`config.mk`:
```
export PLATFORM = sky130hd
export DESIGN_NAME = mem_port_arbiter
export DESIGN_NICKNAME = d
export VERILOG_FILES = /design/src/rtl/mem_port_arbiter.sv
export SDC_FILE = /design/constraint.sdc
export NUM_CORES = 1
export LEC_CHECK = 0
export ABC_AREA = 0
export ABC_CLOCK_PERIOD_IN_PS = 1850
export BUFFER_PORTS_ARGS = -buffer_cell sky130_fd_sc_hd__buf_2
export CORE_MARGIN = 2
export CORE_UTILIZATION = 40
export DETAILED_ROUTE_END_ITERATION = 10
export PLACE_DENSITY_LB_ADDON = 0.3
export SLEW_MARGIN = 0
export SYNTH_ARGS = -nofsm -noshare
export SYNTH_HDL_FRONTEND = slang
export SYNTH_SLANG_ARGS = --single-unit
```
`constraint.sdc`:
```
create_clock -name clk -period 1.85 [get_ports clk]
set_input_delay 0.2775 -clock clk [delete_from_list [all_inputs] [get_ports clk]]
set_output_delay 0.2775 -clock clk [all_outputs]
set_load 0.005 [all_outputs]
```
`src/rtl/mem_port_arbiter.sv`:
```
// mem_port_arbiter: shares one memory port between IF and DM.
// Grants one requester per access, guards fetch starvation, aborts hung accesses.
module mem_port_arbiter #(
  parameter int unsigned STARVE_LIMIT = 4,
  parameter int unsigned TIMEOUT      = 255
) (
  input  logic clk,
  input  logic rst_n,
  input  logic if_req,
  input  logic dm_req,
  input  logic mem_ready,
  output logic sel,
  output logic mem_valid,
  output logic if_gnt,
  output logic dm_gnt,
  output logic if_done,
  output logic dm_done,
  output logic if_err,
  output logic dm_err,
  output logic if_stall,
  output logic dm_stall
);

  typedef enum logic [1:0] {
    S_IDLE = 2'd0,
    S_BIF  = 2'd1,
    S_BDM  = 2'd2
  } state_t;

  localparam logic [3:0] LIM = 4'(STARVE_LIMIT);
  localparam bit TMO_EN = (TIMEOUT != 0);
  localparam logic [7:0] TMO_LAST =
    (TIMEOUT == 0) ? 8'd0 : 8'(TIMEOUT - 1);

  state_t r_state;
  state_t w_next;
  logic       r_sel;
  logic [3:0] r_starve;
  logic [7:0] r_wait;
  logic       w_idle;
  logic       w_tmo;
  logic       w_pick_dm;
  logic       w_pick_if;

  assign w_idle = (r_state == S_IDLE);

  // DM wins unless IF is waiting and DM already had its streak
  assign w_pick_dm = dm_req & (~if_req | (r_starve < LIM));
  assign w_pick_if = if_req & ~w_pick_dm;

  // watchdog fires only when memory is still silent on the last allowed cycle
  assign w_tmo = TMO_EN & ~w_idle & ~mem_ready
               & (r_wait == TMO_LAST);

  // state register
  always_ff @(posedge clk or negedge rst_n) begin
    if (!rst_n) r_state <= S_IDLE;
    else        r_state <= w_next;
  end

  // next state: every access returns through IDLE
  always_comb begin
    w_next = r_state;
    unique case (r_state)
      S_IDLE: begin
        if (w_pick_dm)      w_next = S_BDM;
        else if (w_pick_if) w_next = S_BIF;
      end
      S_BIF, S_BDM: begin
        if (mem_ready || w_tmo) w_next = S_IDLE;
      end
      default: w_next = S_IDLE;
    endcase
  end

  // output decode of the current state
  always_comb begin
    if_gnt = 1'b0;
    dm_gnt = 1'b0;
    unique case (r_state)
      S_BIF:   if_gnt = 1'b1;
      S_BDM:   dm_gnt = 1'b1;
      default: ;
    endcase
  end

  assign mem_valid = if_gnt | dm_gnt;
  assign if_done   = if_gnt & mem_ready;
  assign dm_done   = dm_gnt & mem_ready;
  assign if_err    = if_gnt & w_tmo;
  assign dm_err    = dm_gnt & w_tmo;
  assign if_stall  = if_req & ~if_done;
  assign dm_stall  = dm_req & ~dm_done;
  assign sel       = r_sel;

  // mux select changes only on a grant decision, so it is stable while busy
  always_ff @(posedge clk or negedge rst_n) begin
    if (!rst_n) begin
      r_sel <= 1'b0;
    end else if (w_idle) begin
      if (w_pick_dm)      r_sel <= 1'b1;
      else if (w_pick_if) r_sel <= 1'b0;
    end
  end

  // count DM grants taken over a waiting IF; an IF grant clears it
  always_ff @(posedge clk or negedge rst_n) begin
    if (!rst_n) begin
      r_starve <= 4'd0;
    end else if (w_idle) begin
      if (w_pick_dm && if_req)
        r_starve <= (r_starve < LIM) ? r_starve + 4'd1 : LIM;
      else if (w_pick_if)
        r_starve <= 4'd0;
    end
  end

  // wait-cycle counter, zero on the first busy cycle
  always_ff @(posedge clk or negedge rst_n) begin
    if (!rst_n) begin
      r_wait <= 8'd0;
    end else if (w_idle) begin
      r_wait <= 8'd0;
    end else if (!mem_ready && r_wait != 8'hFF) begin
      r_wait <= r_wait + 8'd1;
    end
  end

endmodule

```
==> impl_metrics.py <==
metrics = {
    "sta": {
        "finClkSkew_ns": 0.004408,
        "hold_violations": 0,
        "period_minus_slack_ns": 1.731,
        "slew_viol_final": 0,
        "rsz0062_at_grt": "no",
        "max_slew_margin_pct": 75.38,
        "setup_viol": 0,
        "min_period_over_period_pct": 93.56,
        "tightest_slew_ns": 0.3600,
        "fmax_mhz": 577.8,
        "hold_ws_ns": 0.2959,
        "tns_ns": 0,
    },
    "cts": {
        "clkSinkCount": 15,
        "insertion_delay_ns": 0.29,
        "cts_tree": "built",
        "root_buffer": "clkbuf_4",
        "cts_inserted_buffers": 3,
        "cts.clk_slew.worst_paths_ns": 0.10,
        "htree_levels": 1,
        "clockBufferDepth": 2,
    },
    "synthesis": {
        "yosys.area.top_type": "dfrtp_1",
        "synth_edf_count": 0,
        "syn_nets": 113,
        "ys_top_cells_by_area": "dfrtp_1, ha_1, nor2b_1",
        "synthFlopType": "dfrtp_1",
        "synth_cell_types": 37,
        "synth_area_um2": 982.2,
        "synth_seq_cells": 15,
        "avgSynthCellArea_um2": 9.629,
        "synth_top_area_share_pct": 38.22,
        "synth.yosys.seq_area_share_pct": 38.22,
        "syn_inst": 102,
        "async_flop_share_pct": 100.0,
        "yosysWarningCount": 0,
    },
    "worst_setup_path": {
        "start_kind": "register",
        "worstSetupPathType": "reg2out",
        "worstPathArrival_ns": 1.45,
        "crit_required_ns": 1.57,
        "crit_path_max_fanout": 9,
        "endpoint_kind": "primary output",
    },
    "routing": {
        "wl_um": 2088,
        "drt_drc_violations_left": 0,
        "viasPerCell": 5.368,
        "detail_route.iter0.violations": 12,
        "ant_nets": 0,
        "drt-pass1-iter-count": 4,
        "routedWlPerCell_um": 13.47,
        "vias": 832,
    },
    "die": {
        "dieArea_um2": 2868,
        "coreArea_um2": 2276,
        "die_h_um": 53.55,
        "die_w_um": 53.55,
        "rows": 17,
        "start_util_pct": 43.16,
        "ioPinCount": 15,
    },
    "placement": {
        "dp.final_hpwl_um": 1452,
        "place_inst": 139,
        "gp_congestion": 0.6978,
        "io_buffers": 14,
    },
    "layout": {
        "area_growth_pct": 24.08,
        "post-route-util_pct": 53.55,
        "drive_gt1_share_pct": 36.22,
        "nets": 139,
        "antenna_cells": 0,
        "final_cells": 155,
        "final_cell_mix": "buf_2, dfrtp_1, buf_4",
    },
    "job": {
        "cap_violations": 0,
    },
    "grt": {
        "grt_pass1_vias": 727,
        "grt_overflow": 0,
        "antenna_found_initial": 0,
        "grt_pass1_wl_um": 3277,
        "grt_max_degree": 16,
        "grt_usage_pct": 16.03,
    },
    "power": {
        "powerDensity_nw_per_um2": 1033,
        "ir_drop_v": 0.0006222,
        "leakagePower_nw": 0.5675,
        "total_power_w": 0.001259,
    },
    "outcome": {
        "run_status": "finished clean",
    },
    "worst_hold_path": {
        "hold_class": "in2reg",
    },
}
synth_stat cells, drive strengths merged (2+ instances only):
library cell,instances
nand3b,2
ha,6
a31oi,2
clkbuf,2
nor2,7
buf,4
a311o,2
mux2,4
nand3,7
nor4b,2
and3,2
a311oi,2
nand2,7
o21ai,8
nor2b,8
and2,3
dfrtp,15
inv,6
cells by family after synthesis:
kind of cell / count (synthesis) / share of synthesized area, %
and+or+nand+nor: 44 / 25.22
AOI/OAI and AO/OA: 21 / 16.43
DFF: 15 / 38.22
buffers and inverters: 12 / 7.132
adders and majority gates: 6 / 7.643
muxes: 4 / 5.350
metrics by stage:
step                cell area [um2]  setup slack (ns)
floorplan                     982.2            0.2950
global placement               1047            0.2483
detailed placement             1047            0.2297
CTS                            1091         0.0004563
global route                   1219           0.01990
finish                         1219            0.1192
final timing paths:
kind | start | to | slack [ns] | cells after the start
min in group asynchronous | rst_n | r_state[1]$_DFFE_PN0P_ | 0.43 | 2
worst max-delay path | r_state[0]$_DFFE_PN0P_ | dm_err | 0.12 | 4
worst max register to register | r_state[0]$_DFFE_PN0P_ | r_state[0]$_DFFE_PN0P_ | 0.27 | 5
worst min-delay path | dm_req | sel$_DFFE_PN0P_ | 0.30 | 3
max in group asynchronous | rst_n | r_wait[5]$_DFFE_PN0P_ | 1.14 | 2
worst min register to register | r_starve[1]$_DFFE_PN0P_ | r_starve[1]$_DFFE_PN0P_ | 0.50 | 2
state kept, by name (all words and copies together), names as in the netlist:
register,cells
r_wait,8
r_starve,4
r_state,2
sel,1
timing repair:
action / 4_1_cts / 5_1_grt
endpoints found under the hold margin: 15 / 0
pin swaps: 0 / 2
setup endpoints to repair: 2 / 2
hold buffers: 1 / 0
setup buffers: 0 / 11
gates resized for setup: 3 / 10
worst max-delay path, stage by stage, from the launching register on:
cell	delay [ns]
dfrtp_1	0.40
inv_1	0.09
ha_2	0.26
nor4b_2	0.27
buf_2	0.15
routing by layer:
metal | track usage, % | part of all wire [%] | up-vias
met1 | 20.14 | 47 | 396
li1 | - | - | 413
met3 | 3.611 | 5.2 | 2
met4 | 8.974 | 1.2 | 0
met5 | 0 | 0 | -
met2 | 25.31 | 46 | 21
final cells by class:
type,instances,area [um2]
Fill cell,211,1057
Multi-Input combinational cell,75,586.8
Sequential cell,15,376.6
Timing Repair Buffer,27,170.2
Tap cell,28,35.03
Clock buffer,3,22.52
Inverter,6,22.52
Clock inverter,1,5.005
power by group:
group	switching, W	internal [W]	total, W
clock	0.000111	0.0000803	0.000192
combinational	0.000316	0.000282	0.000598
sequential	0.0000699	0.000399	0.000469
total	0.000497	0.000762	0.00126
Note: power is estimated with default switching activity, not from simulation.
